## src/rtl/rs_issue_if.sv

```systemverilog
// Dispatch, result-broadcast, flush and issue signals of the reservation station.
// The master modport belongs to whoever drives dispatch and the CDB.
// The slave modport belongs to the reservation station itself.
interface rs_issue_if #(
  parameter int NICK_W = 4
);
  logic              iDP_en;
  logic [31:0]       iDP_pc;
  logic [5:0]        iDP_op;
  logic [31:0]       iDP_imm;
  logic [NICK_W-1:0] iDP_rd_nick;
  logic              iDP_rs1_rdy;
  logic [31:0]       iDP_rs1_dt;
  logic [NICK_W-1:0] iDP_rs1_nick;
  logic              iDP_rs2_rdy;
  logic [31:0]       iDP_rs2_dt;
  logic [NICK_W-1:0] iDP_rs2_nick;

  logic              iEX_en;
  logic [NICK_W-1:0] iEX_nick;
  logic [31:0]       iEX_dt;
  logic              iSLB_en;
  logic [NICK_W-1:0] iSLB_nick;
  logic [31:0]       iSLB_dt;

  logic              iROB_clr;

  logic              oRS_en;
  logic [31:0]       oRS_pc;
  logic [5:0]        oRS_op;
  logic [31:0]       oRS_imm;
  logic [NICK_W-1:0] oRS_rd_nick;
  logic [31:0]       oRS_rs1_dt;
  logic [31:0]       oRS_rs2_dt;
  logic              oRS_full;

  modport master (
    output iDP_en, iDP_pc, iDP_op, iDP_imm, iDP_rd_nick,
           iDP_rs1_rdy, iDP_rs1_dt, iDP_rs1_nick,
           iDP_rs2_rdy, iDP_rs2_dt, iDP_rs2_nick,
           iEX_en, iEX_nick, iEX_dt, iSLB_en, iSLB_nick, iSLB_dt, iROB_clr,
    input  oRS_en, oRS_pc, oRS_op, oRS_imm, oRS_rd_nick,
           oRS_rs1_dt, oRS_rs2_dt, oRS_full
  );

  modport slave (
    input  iDP_en, iDP_pc, iDP_op, iDP_imm, iDP_rd_nick,
           iDP_rs1_rdy, iDP_rs1_dt, iDP_rs1_nick,
           iDP_rs2_rdy, iDP_rs2_dt, iDP_rs2_nick,
           iEX_en, iEX_nick, iEX_dt, iSLB_en, iSLB_nick, iSLB_dt, iROB_clr,
    output oRS_en, oRS_pc, oRS_op, oRS_imm, oRS_rd_nick,
           oRS_rs1_dt, oRS_rs2_dt, oRS_full
  );
endinterface

```

## src/rtl/rs_issue.sv

```systemverilog
// Reservation station. Dispatch writes the lowest free slot, and the two CDB ports wake pending operands.
// Each cycle the lowest-index ready entry is issued into registered outputs.
module rs_issue #(
  parameter int RS_SIZE = 16,
  parameter int NICK_W  = 4
) (
  input logic      clk,
  input logic      rst,
  input logic      rdy,
  rs_issue_if.slave bus
);
  localparam int IDX_W = (RS_SIZE > 1) ? $clog2(RS_SIZE) : 1;

  typedef struct packed {
    logic              rdy;
    logic [NICK_W-1:0] nick;
    logic [31:0]       dt;
  } opnd_t;

  typedef struct packed {
    logic              valid;
    logic [31:0]       pc;
    logic [5:0]        op;
    logic [31:0]       imm;
    logic [NICK_W-1:0] rd_nick;
    opnd_t             rs1;
    opnd_t             rs2;
  } entry_t;

  entry_t ent [RS_SIZE];

  logic              is_en;
  logic [31:0]       is_pc;
  logic [5:0]        is_op;
  logic [31:0]       is_imm;
  logic [NICK_W-1:0] is_rd_nick;
  logic [31:0]       is_rs1_dt;
  logic [31:0]       is_rs2_dt;

  logic [RS_SIZE-1:0] valid_vec;
  logic               free_found;
  logic [IDX_W-1:0]   free_idx;
  logic               sel_found;
  logic [IDX_W-1:0]   sel_idx;
  opnd_t              dp_rs1;
  opnd_t              dp_rs2;

  // Capture a CDB result into a pending operand; the EX port wins when both carry the same nick.
  function automatic opnd_t wake(input opnd_t o,
                                 input logic ex_en, input logic [NICK_W-1:0] ex_nick,
                                 input logic [31:0] ex_dt,
                                 input logic slb_en, input logic [NICK_W-1:0] slb_nick,
                                 input logic [31:0] slb_dt);
    opnd_t r;
    r = o;
    if (!o.rdy) begin
      if (ex_en && ex_nick == o.nick) begin
        r.rdy = 1'b1;
        r.dt  = ex_dt;
      end else if (slb_en && slb_nick == o.nick) begin
        r.rdy = 1'b1;
        r.dt  = slb_dt;
      end
    end
    return r;
  endfunction

  // Find the lowest free slot and the lowest ready entry, both using start-of-cycle state.
  always_comb begin
    // NOTE: every output of this block gets a default first, so no path can infer a latch.
    valid_vec  = '0;
    free_found = 1'b0;
    free_idx   = '0;
    sel_found  = 1'b0;
    sel_idx    = '0;
    for (int i = RS_SIZE - 1; i >= 0; i--) begin
      valid_vec[i] = ent[i].valid;
      if (!ent[i].valid) begin
        free_found = 1'b1;
        free_idx   = IDX_W'(i);
      end
      if (ent[i].valid && ent[i].rs1.rdy && ent[i].rs2.rdy) begin
        sel_found = 1'b1;
        sel_idx   = IDX_W'(i);
      end
    end
  end

  // Build the incoming operands, forwarding any CDB result that appears in the dispatch cycle.
  always_comb begin
    dp_rs1 = wake('{rdy: bus.iDP_rs1_rdy, nick: bus.iDP_rs1_nick, dt: bus.iDP_rs1_dt},
                  bus.iEX_en, bus.iEX_nick, bus.iEX_dt, bus.iSLB_en, bus.iSLB_nick, bus.iSLB_dt);
    dp_rs2 = wake('{rdy: bus.iDP_rs2_rdy, nick: bus.iDP_rs2_nick, dt: bus.iDP_rs2_dt},
                  bus.iEX_en, bus.iEX_nick, bus.iEX_dt, bus.iSLB_en, bus.iSLB_nick, bus.iSLB_dt);
  end

  // Update the entry state and the issue register. Priority is reset, then flush, then normal operation.
  always_ff @(posedge clk) begin
    // NOTE: sequential state uses non-blocking assignments only, so every reader sees pre-edge values.
    if (rst) begin
      // NOTE: only the valid bits are reset. An entry's payload is never read while its valid bit is clear.
      for (int i = 0; i < RS_SIZE; i++) ent[i].valid <= 1'b0;
      is_en      <= 1'b0;
      is_pc      <= '0;
      is_op      <= '0;
      is_imm     <= '0;
      is_rd_nick <= '0;
      is_rs1_dt  <= '0;
      is_rs2_dt  <= '0;
    end else if (rdy) begin
      if (bus.iROB_clr) begin
        for (int i = 0; i < RS_SIZE; i++) ent[i].valid <= 1'b0;
        is_en <= 1'b0;
      end else begin
        for (int i = 0; i < RS_SIZE; i++) begin
          if (ent[i].valid) begin
            ent[i].rs1 <= wake(ent[i].rs1, bus.iEX_en, bus.iEX_nick, bus.iEX_dt,
                               bus.iSLB_en, bus.iSLB_nick, bus.iSLB_dt);
            ent[i].rs2 <= wake(ent[i].rs2, bus.iEX_en, bus.iEX_nick, bus.iEX_dt,
                               bus.iSLB_en, bus.iSLB_nick, bus.iSLB_dt);
          end
        end
        is_en <= sel_found;
        if (sel_found) begin
          is_pc              <= ent[sel_idx].pc;
          is_op              <= ent[sel_idx].op;
          is_imm             <= ent[sel_idx].imm;
          is_rd_nick         <= ent[sel_idx].rd_nick;
          is_rs1_dt          <= ent[sel_idx].rs1.dt;
          is_rs2_dt          <= ent[sel_idx].rs2.dt;
          ent[sel_idx].valid <= 1'b0;
        end
        // The free slot was invalid at the start of the cycle, so it can never be the slot being issued.
        if (bus.iDP_en && free_found) begin
          ent[free_idx] <= '{valid: 1'b1, pc: bus.iDP_pc, op: bus.iDP_op, imm: bus.iDP_imm,
                             rd_nick: bus.iDP_rd_nick, rs1: dp_rs1, rs2: dp_rs2};
        end
      end
    end
  end

  assign bus.oRS_en      = is_en;
  assign bus.oRS_pc      = is_pc;
  assign bus.oRS_op      = is_op;
  assign bus.oRS_imm     = is_imm;
  assign bus.oRS_rd_nick = is_rd_nick;
  assign bus.oRS_rs1_dt  = is_rs1_dt;
  assign bus.oRS_rs2_dt  = is_rs2_dt;
  assign bus.oRS_full    = &valid_vec;
endmodule

```

## src/flat_wrapper.sv

```systemverilog
// flat-port wrapper written by rule: the top's interface ports become plain ports
module rs_issue_flat 
#(
  parameter int RS_SIZE = 16,
  parameter int NICK_W  = 4
)
  (clk, rst, rdy, bus_iDP_en, bus_iDP_pc, bus_iDP_op, bus_iDP_imm, bus_iDP_rd_nick, bus_iDP_rs1_rdy, bus_iDP_rs1_dt, bus_iDP_rs1_nick, bus_iDP_rs2_rdy, bus_iDP_rs2_dt, bus_iDP_rs2_nick, bus_iEX_en, bus_iEX_nick, bus_iEX_dt, bus_iSLB_en, bus_iSLB_nick, bus_iSLB_dt, bus_iROB_clr, bus_oRS_en, bus_oRS_pc, bus_oRS_op, bus_oRS_imm, bus_oRS_rd_nick, bus_oRS_rs1_dt, bus_oRS_rs2_dt, bus_oRS_full);
  rs_issue_if #(.NICK_W(NICK_W)) bus_i ();
  input logic clk;
  input logic rst;
  input logic rdy;
  input wire logic [$bits(bus_i.iDP_en)-1:0] bus_iDP_en;
  input wire logic [$bits(bus_i.iDP_pc)-1:0] bus_iDP_pc;
  input wire logic [$bits(bus_i.iDP_op)-1:0] bus_iDP_op;
  input wire logic [$bits(bus_i.iDP_imm)-1:0] bus_iDP_imm;
  input wire logic [$bits(bus_i.iDP_rd_nick)-1:0] bus_iDP_rd_nick;
  input wire logic [$bits(bus_i.iDP_rs1_rdy)-1:0] bus_iDP_rs1_rdy;
  input wire logic [$bits(bus_i.iDP_rs1_dt)-1:0] bus_iDP_rs1_dt;
  input wire logic [$bits(bus_i.iDP_rs1_nick)-1:0] bus_iDP_rs1_nick;
  input wire logic [$bits(bus_i.iDP_rs2_rdy)-1:0] bus_iDP_rs2_rdy;
  input wire logic [$bits(bus_i.iDP_rs2_dt)-1:0] bus_iDP_rs2_dt;
  input wire logic [$bits(bus_i.iDP_rs2_nick)-1:0] bus_iDP_rs2_nick;
  input wire logic [$bits(bus_i.iEX_en)-1:0] bus_iEX_en;
  input wire logic [$bits(bus_i.iEX_nick)-1:0] bus_iEX_nick;
  input wire logic [$bits(bus_i.iEX_dt)-1:0] bus_iEX_dt;
  input wire logic [$bits(bus_i.iSLB_en)-1:0] bus_iSLB_en;
  input wire logic [$bits(bus_i.iSLB_nick)-1:0] bus_iSLB_nick;
  input wire logic [$bits(bus_i.iSLB_dt)-1:0] bus_iSLB_dt;
  input wire logic [$bits(bus_i.iROB_clr)-1:0] bus_iROB_clr;
  output wire logic [$bits(bus_i.oRS_en)-1:0] bus_oRS_en;
  output wire logic [$bits(bus_i.oRS_pc)-1:0] bus_oRS_pc;
  output wire logic [$bits(bus_i.oRS_op)-1:0] bus_oRS_op;
  output wire logic [$bits(bus_i.oRS_imm)-1:0] bus_oRS_imm;
  output wire logic [$bits(bus_i.oRS_rd_nick)-1:0] bus_oRS_rd_nick;
  output wire logic [$bits(bus_i.oRS_rs1_dt)-1:0] bus_oRS_rs1_dt;
  output wire logic [$bits(bus_i.oRS_rs2_dt)-1:0] bus_oRS_rs2_dt;
  output wire logic [$bits(bus_i.oRS_full)-1:0] bus_oRS_full;
  assign bus_i.iDP_en = bus_iDP_en;
  assign bus_i.iDP_pc = bus_iDP_pc;
  assign bus_i.iDP_op = bus_iDP_op;
  assign bus_i.iDP_imm = bus_iDP_imm;
  assign bus_i.iDP_rd_nick = bus_iDP_rd_nick;
  assign bus_i.iDP_rs1_rdy = bus_iDP_rs1_rdy;
  assign bus_i.iDP_rs1_dt = bus_iDP_rs1_dt;
  assign bus_i.iDP_rs1_nick = bus_iDP_rs1_nick;
  assign bus_i.iDP_rs2_rdy = bus_iDP_rs2_rdy;
  assign bus_i.iDP_rs2_dt = bus_iDP_rs2_dt;
  assign bus_i.iDP_rs2_nick = bus_iDP_rs2_nick;
  assign bus_i.iEX_en = bus_iEX_en;
  assign bus_i.iEX_nick = bus_iEX_nick;
  assign bus_i.iEX_dt = bus_iEX_dt;
  assign bus_i.iSLB_en = bus_iSLB_en;
  assign bus_i.iSLB_nick = bus_iSLB_nick;
  assign bus_i.iSLB_dt = bus_iSLB_dt;
  assign bus_i.iROB_clr = bus_iROB_clr;
  assign bus_oRS_en = bus_i.oRS_en;
  assign bus_oRS_pc = bus_i.oRS_pc;
  assign bus_oRS_op = bus_i.oRS_op;
  assign bus_oRS_imm = bus_i.oRS_imm;
  assign bus_oRS_rd_nick = bus_i.oRS_rd_nick;
  assign bus_oRS_rs1_dt = bus_i.oRS_rs1_dt;
  assign bus_oRS_rs2_dt = bus_i.oRS_rs2_dt;
  assign bus_oRS_full = bus_i.oRS_full;
  rs_issue #(.RS_SIZE(RS_SIZE), .NICK_W(NICK_W)) u_core (.clk(clk), .rst(rst), .rdy(rdy), .bus(bus_i));
endmodule
```

## config.mk

```make
export PLATFORM = sky130hd
export DESIGN_NAME = rs_issue_flat
export DESIGN_NICKNAME = d
export VERILOG_FILES = /design/src/rtl/rs_issue_if.sv /design/src/rtl/rs_issue.sv /design/src/flat_wrapper.sv
export SDC_FILE = /design/constraint.sdc
export NUM_CORES = 2
export LEC_CHECK = 0
export ABC_AREA = 1
export ABC_CLOCK_PERIOD_IN_PS = 11000
export CORE_MARGIN = 3
export CORE_UTILIZATION = 41
export CTS_CLUSTER_SIZE = 14
export DETAILED_ROUTE_END_ITERATION = 12
export PLACE_DENSITY = 0.59
export SLEW_MARGIN = 20
export SYNTH_ARGS = -nofsm -noshare
export SYNTH_HDL_FRONTEND = slang
export SYNTH_SLANG_ARGS = --single-unit
```

## constraint.sdc

```tcl
create_clock -name clk -period 11 [get_ports clk]
set_input_delay 2.2 -clock clk [delete_from_list [all_inputs] [get_ports clk]]
set_output_delay 2.2 -clock clk [all_outputs]
set_load 0.02 [all_outputs]
```

### Yosys cells after proc, flatten, opt, wreduce, memory -nomap -nowiden

Memory sizes are Yosys's and may differ from the RTL's. A register that Yosys moved wholly into a read port is not among the register bits.
Cells that the tools add are included.

| cells by class | value |
|---|---|
| equal/unequal tests | 68 |
| muxes and demuxes | 637 |
| bitwise logic cells | 17 |
| reduce and logical (&&, ||, !) cells | 103 |

Operators with widths:

| cell | count |
|---|---|
| 32-bit 2-to-1 mux | 230 |
| 1-bit 2-to-1 mux | 375 |
| 4-bit equality test | 68 |
| 4-bit 2-to-1 mux | 32 |
| 1-bit logical AND | 101 |
| 1-bit OR | 16 |
| 16-bit AND reduction | 1 |
| 3-bit AND reduction | 1 |
| 1-bit NOT | 1 |

| word-level totals | value |
|---|---|
| register bits | 1 |
| memory bits (writable) | 2384 |
| bits of input ports | 227 |
| output and inout port bits | 140 |
| word-level logic and storage cells | 827 |
| memories kept | 1 |

Memories:

| memory | depth | width | read ports | clocked after Yosys merged registers in | write ports | line | text |
|---|---|---|---|---|---|---|---|
| u_core.ent | 16 | 149 | 17 | 1 | 18 | rs_issue.sv:30 | `entry_t ent [RS_SIZE];` |

### Logic depth before layout (Yosys ltp)

An unclocked memory read counts as a cell.

| logic depth | value |
|---|---|
| depth in word-level cells | 24 |
| mapped depth | 26 |
| depth with buffers taken out | 23 |

### Worst setup path before layout

Ideal clock, no wire load.

| path | value |
|---|---|
| path type | input to register |
| from | in rst |
| to | mem u_core.ent[11][0] in the netlist's numbering (enable) |
| setup time | 389 ps |
| data arrival time | 8057 ps |
| data required time | 10611 ps |
| slack | 2554 ps |
| cell stages on the path | 10 |
| buffers on the path | 3 |
| cells stage by stage | clkbuf_1 -> nor2_1 -> nand2_1 -> nor2_1 -> nand3_1 -> nor2_1 -> inv_2 -> buf_2 -> clkbuf_1 -> nand2_1 |

RTL lines:

| element | line | text |
|---|---|---|
| start: declaration | flat_wrapper.sv:10 | `input logic rst;` |
| end: declaration | rs_issue.sv:30 |  |

==> out/qor.csv <==
stage,metric,value,unit
drt,first_pass_iters,7,
cells_and_area,fill_cells,28992,
grt,met1_usage,38.9,%
clock_tree,path_clk_slew,0.06,ns
clock_tree,clock_sinks,2523,
die,ioPinCount,367,
power,power.switching,5.02,mW
power,internal_power,16.6,mW
clock_tree,clk_latency,0.94,ns
clock_tree,ctsHtreeMaxLevel,5,
worst_setup_path,crit_type,in2reg,
clock_tree,clockBufferDepth,4,
synth,synthSimpleGateAreaFrac,24.9,%
worst_setup_path,worst-r2r-cell-count,16,
drt,avgViaCountPerCell,6.11,
placed_design,placed_cells,17483,
synth,ys_ff_latch,2523,
sta,final.setup.tns,0,ns
power,p_clk_share,45.8,%
placed_design,place.gp.congestion,0.857,
sta,worst_slew_pin_slew,1.22,ns
sta,whs,0.473,ns
drt,first_iter_violations,14090,
synth,synth-edff-count,2368,
cells_and_area,area_growth,12.7,%
worst_setup_path,path_cells,clkdlybuf4s50_1 > inv_1 > nor2_1 > inv_1 > nor2_1 > nand2_1 > nor2_1 > nand2_4 > buf_4 > o21ai_0 > nand2_1 > a21oi_4 > buf_4,
power,total_power,21.6,mW
synth,synthMuxAreaShare,0,%
synth,synth_compound_area_share,11.1,%
grt,antenna_found_initial,19,
sta,slew_viol_final,0,
cells_and_area,regArea,74200,µm²
grt,grt.busiest_layer,met2,
worst_setup_path,cp_num_buf_inv,5,
die,dieArea,319000,µm²
cells_and_area,multi_input_area,47400,µm²
cells_and_area,final_cells,18045,
worst_setup_path,crit_required,11.50,ns
drt,detail_route.wirelength,488,mm
die,initial_core_util,41.3,%
power,switching_share,23.2,%
worst_setup_path,end_kind,flip-flop,
clock_tree,ctsHoldBuffers,0,
synth,async_flop_share,0,%
synth,synth_fp_nets,14417,
sta,rsz0062_at_grt,no,
cells_and_area,fin_area,144000,µm²
placed_design,io_buffers,366,
drt,wire_per_inst,27.0,µm
grt,met3_usage,6.30,%
worst_setup_path,crit_top_cell,nor2_1,
sta,finalCritPeriodShare,63.7,%
power,ir_drop,0.140,mV
drt,postRouteAntennaNets,0,
worst_setup_path,max_stage_delay,0.78,ns
grt,grt_util_all_layers,29.5,%
status,status,finished clean,
placed_design,dpl_cell_area,135000,µm²
worst_setup_path,arrival,7.50,ns
hold_path,min_from,u_core.bus.oRS_en,
power,p_leak,54.1,nW
synth,synthDistinctLibCells,41,
drt,drc,0,
sta,max_slew_margin,19.0,%
worst_setup_path,crit_fanout,75,
sta,min_period,7.00,ns
worst_setup_path,reg2reg_from,u_core.ent[0][36],
grt,first_global_vias,101940,
worst_setup_path,crit_family,simple AND/OR/NAND/NOR gates,
flow_run,drv_cap,0,
worst_setup_path,r2r_end,u_core.bus.oRS_rs2_dt[12],
clock_tree,ctsResizeCount,0,
die,num_rows,204,
sta,hold_viol_final,0,
synth,synthCells,14190,
power,seqPwrFrac,48.7,%
clock_tree,postCtsSetupRepairBufs,0,
power,power.share.combinational,5.5,%
sta,setup_viol,0,
drt,vias,110341,
grt,grt_max_degree,205,
clock_tree,cts_buffers,295,
sta,fmax,143,MHz
worst_setup_path,crit_slowest_cell,nor2_1,
synth,synth_top_family_by_area,simple AND/OR/NAND/NOR gates,
clock_tree,cts_tree,done,
grt,gr-usage-met2,46.8,%
worst_setup_path,crit_path_start_kind,input pin,
sta,fin_skew,0.0808,ns
synth,syn_avg_cell_area,9.02,µm²
grt,grt_overflow_total,0,
die,die_h,565,µm
hold_path,hold_depth,2,
clock_tree,cts_root_buf,clkbuf_16,
placed_design,dpl.hpwl,254,mm
hold_path,min_to,u_core.bus.oRS_en,
die,core_area,310000,µm²
hold_path,hold_path_class,reg2reg,
cells_and_area,drive_gt1_share,6.36,%
die,die_w,565,µm
worst_setup_path,r2r_slack,4.54,ns
grt,grt_pass1_wl,701,mm
synth,synth_xor_area_share,0.253,%
synth,synthAdderAreaFrac,0,%
synth,netlist_area,128000,µm²
synth,ys.flop_type,edfxtp_1,
power,power.density,150,nW/µm²
cells_and_area,nets,13900,
synth,synth_sequential_area_ratio,58.0,%
synth,yosys_warnings,0,
[kinds of logic after synthesis]
logic type	after synthesis
compound gates	2676
buf+inv	1919
xor+xnor	37
simple gates	7035
flops	2523
[per-stage QoR]
step | util [%] | setup slack [ns]
final | 46.6 | 4.00
after global placement | 43.4 | 3.42
after global routing | 46.6 | 3.88
after floorplan | - | 2.55
after CTS | 46.5 | 4.33
after detailed placement | 43.4 | 3.39
[worst register-to-register path, delay by kind of cell (launching register included)]
kind / cells / cell delay, ns
buf+inv: 7 / 3.87
flops: 1 / 0.47
simple gates: 8 / 1.97
compound gates: 1 / 0.04
[layout make-up]
cell class                 count  share of cell area (%)
antenna                       12                  0.0208
inverter                     413                    1.15
clock buffer                 399                    5.65
multi-input combinational   9748                    32.8
sequential                  2523                    51.4
timing repair buffer         692                    4.36
tap                         4120                    3.57
clock inverter               138                    1.02
[routing by layer]
layer,vias up,share of wire (%)
li1,49310,-
met1,53192,39
met2,6602,45
met3,1231,11
met4,6,4.8
met5,-,0.0070
[worst max-delay path by stage]
stage,from,end,slack [ns],cells past startpoint
2_1_floorplan,rst,u_core.ent[11][0],2.55,10
3_3_place_gp,rdy,u_core.ent[2][38],3.42,13
3_5_place_dp,rdy,u_core.ent[2][38],3.39,13
4_1_cts,rdy,u_core.ent[2][40],4.33,13
5_1_grt,rdy,u_core.ent[2][40],3.88,13
6_report,rdy,u_core.ent[2][51],4.00,13
[cells in the final DEF (no fill, tap or decap), types with 14 or more instances in the layout]
master and instances:
nand2_1 3755, edfxtp_1 2368, o21ai_0 2180, nand3_1 1749
nand4_1 843, inv_1 383, clkdlybuf4s50_1 362, nor2_1 339
clkbuf_16 302, buf_4 296, nand3b_1 276, a21oi_1 155
dfxtp_1 155, o22ai_1 75, clkbuf_1 74, a22oi_1 50
clkinv_2 47, clkinv_1 47, o211ai_1 35, o2111ai_4 30
o21ai_1 25, a221oi_1 25, xnor2_1 23, clkbuf_8 23
a211oi_1 22, nor3_1 21, inv_6 20, o2111ai_1 20
bufinv_16 20, a21oi_4 17, buf_12 17, xor2_1 14
nand2_2 14
[synth_stat cells (all sizes together), types with 30 or more instances]
cell type	instances	area [µm²]
a211oi	30	225
nor2	351	1330
dfxtp	155	3100
edfxtp	2368	71100
inv	413	1550
a21oi	172	868
nand3	1754	8780
o211ai	35	263
buf	471	2080
o22ai	75	469
a22oi	52	390
clkbuf	1035	3880
nand2	3784	14200
o2111ai	50	438
o21ai	2205	11000
nand3b	276	2070
nand4	843	5270
[state kept, by name, indices dropped and copies added, names as in the netlist]
name and count:
u_core.ent 2384, u_core.bus.oRS_imm 32, u_core.bus.oRS_pc 32, u_core.bus.oRS_rs1_dt 32, u_core.bus.oRS_rs2_dt 32, u_core.bus.oRS_op 6
u_core.bus.oRS_rd_nick 4, u_core.bus.oRS_en 1
[power by group through the flow]
| stage | logic, mW | registers (mW) | clock network, mW |
|---|---|---|---|
| 6_report | 1.20 | 10.5 | 9.90 |
| 5_1_grt | 1.32 | 10.5 | 10.4 |
| 4_1_cts | 1.16 | 10.5 | 10.0 |
| 3_5_place_dp | 1.16 | 10.7 | 0 |
| 3_3_place_gp | 1.14 | 10.7 | 0 |
| 2_1_floorplan | 0.663 | 10.7 | 0 |
(Power assumes the default switching activity.)
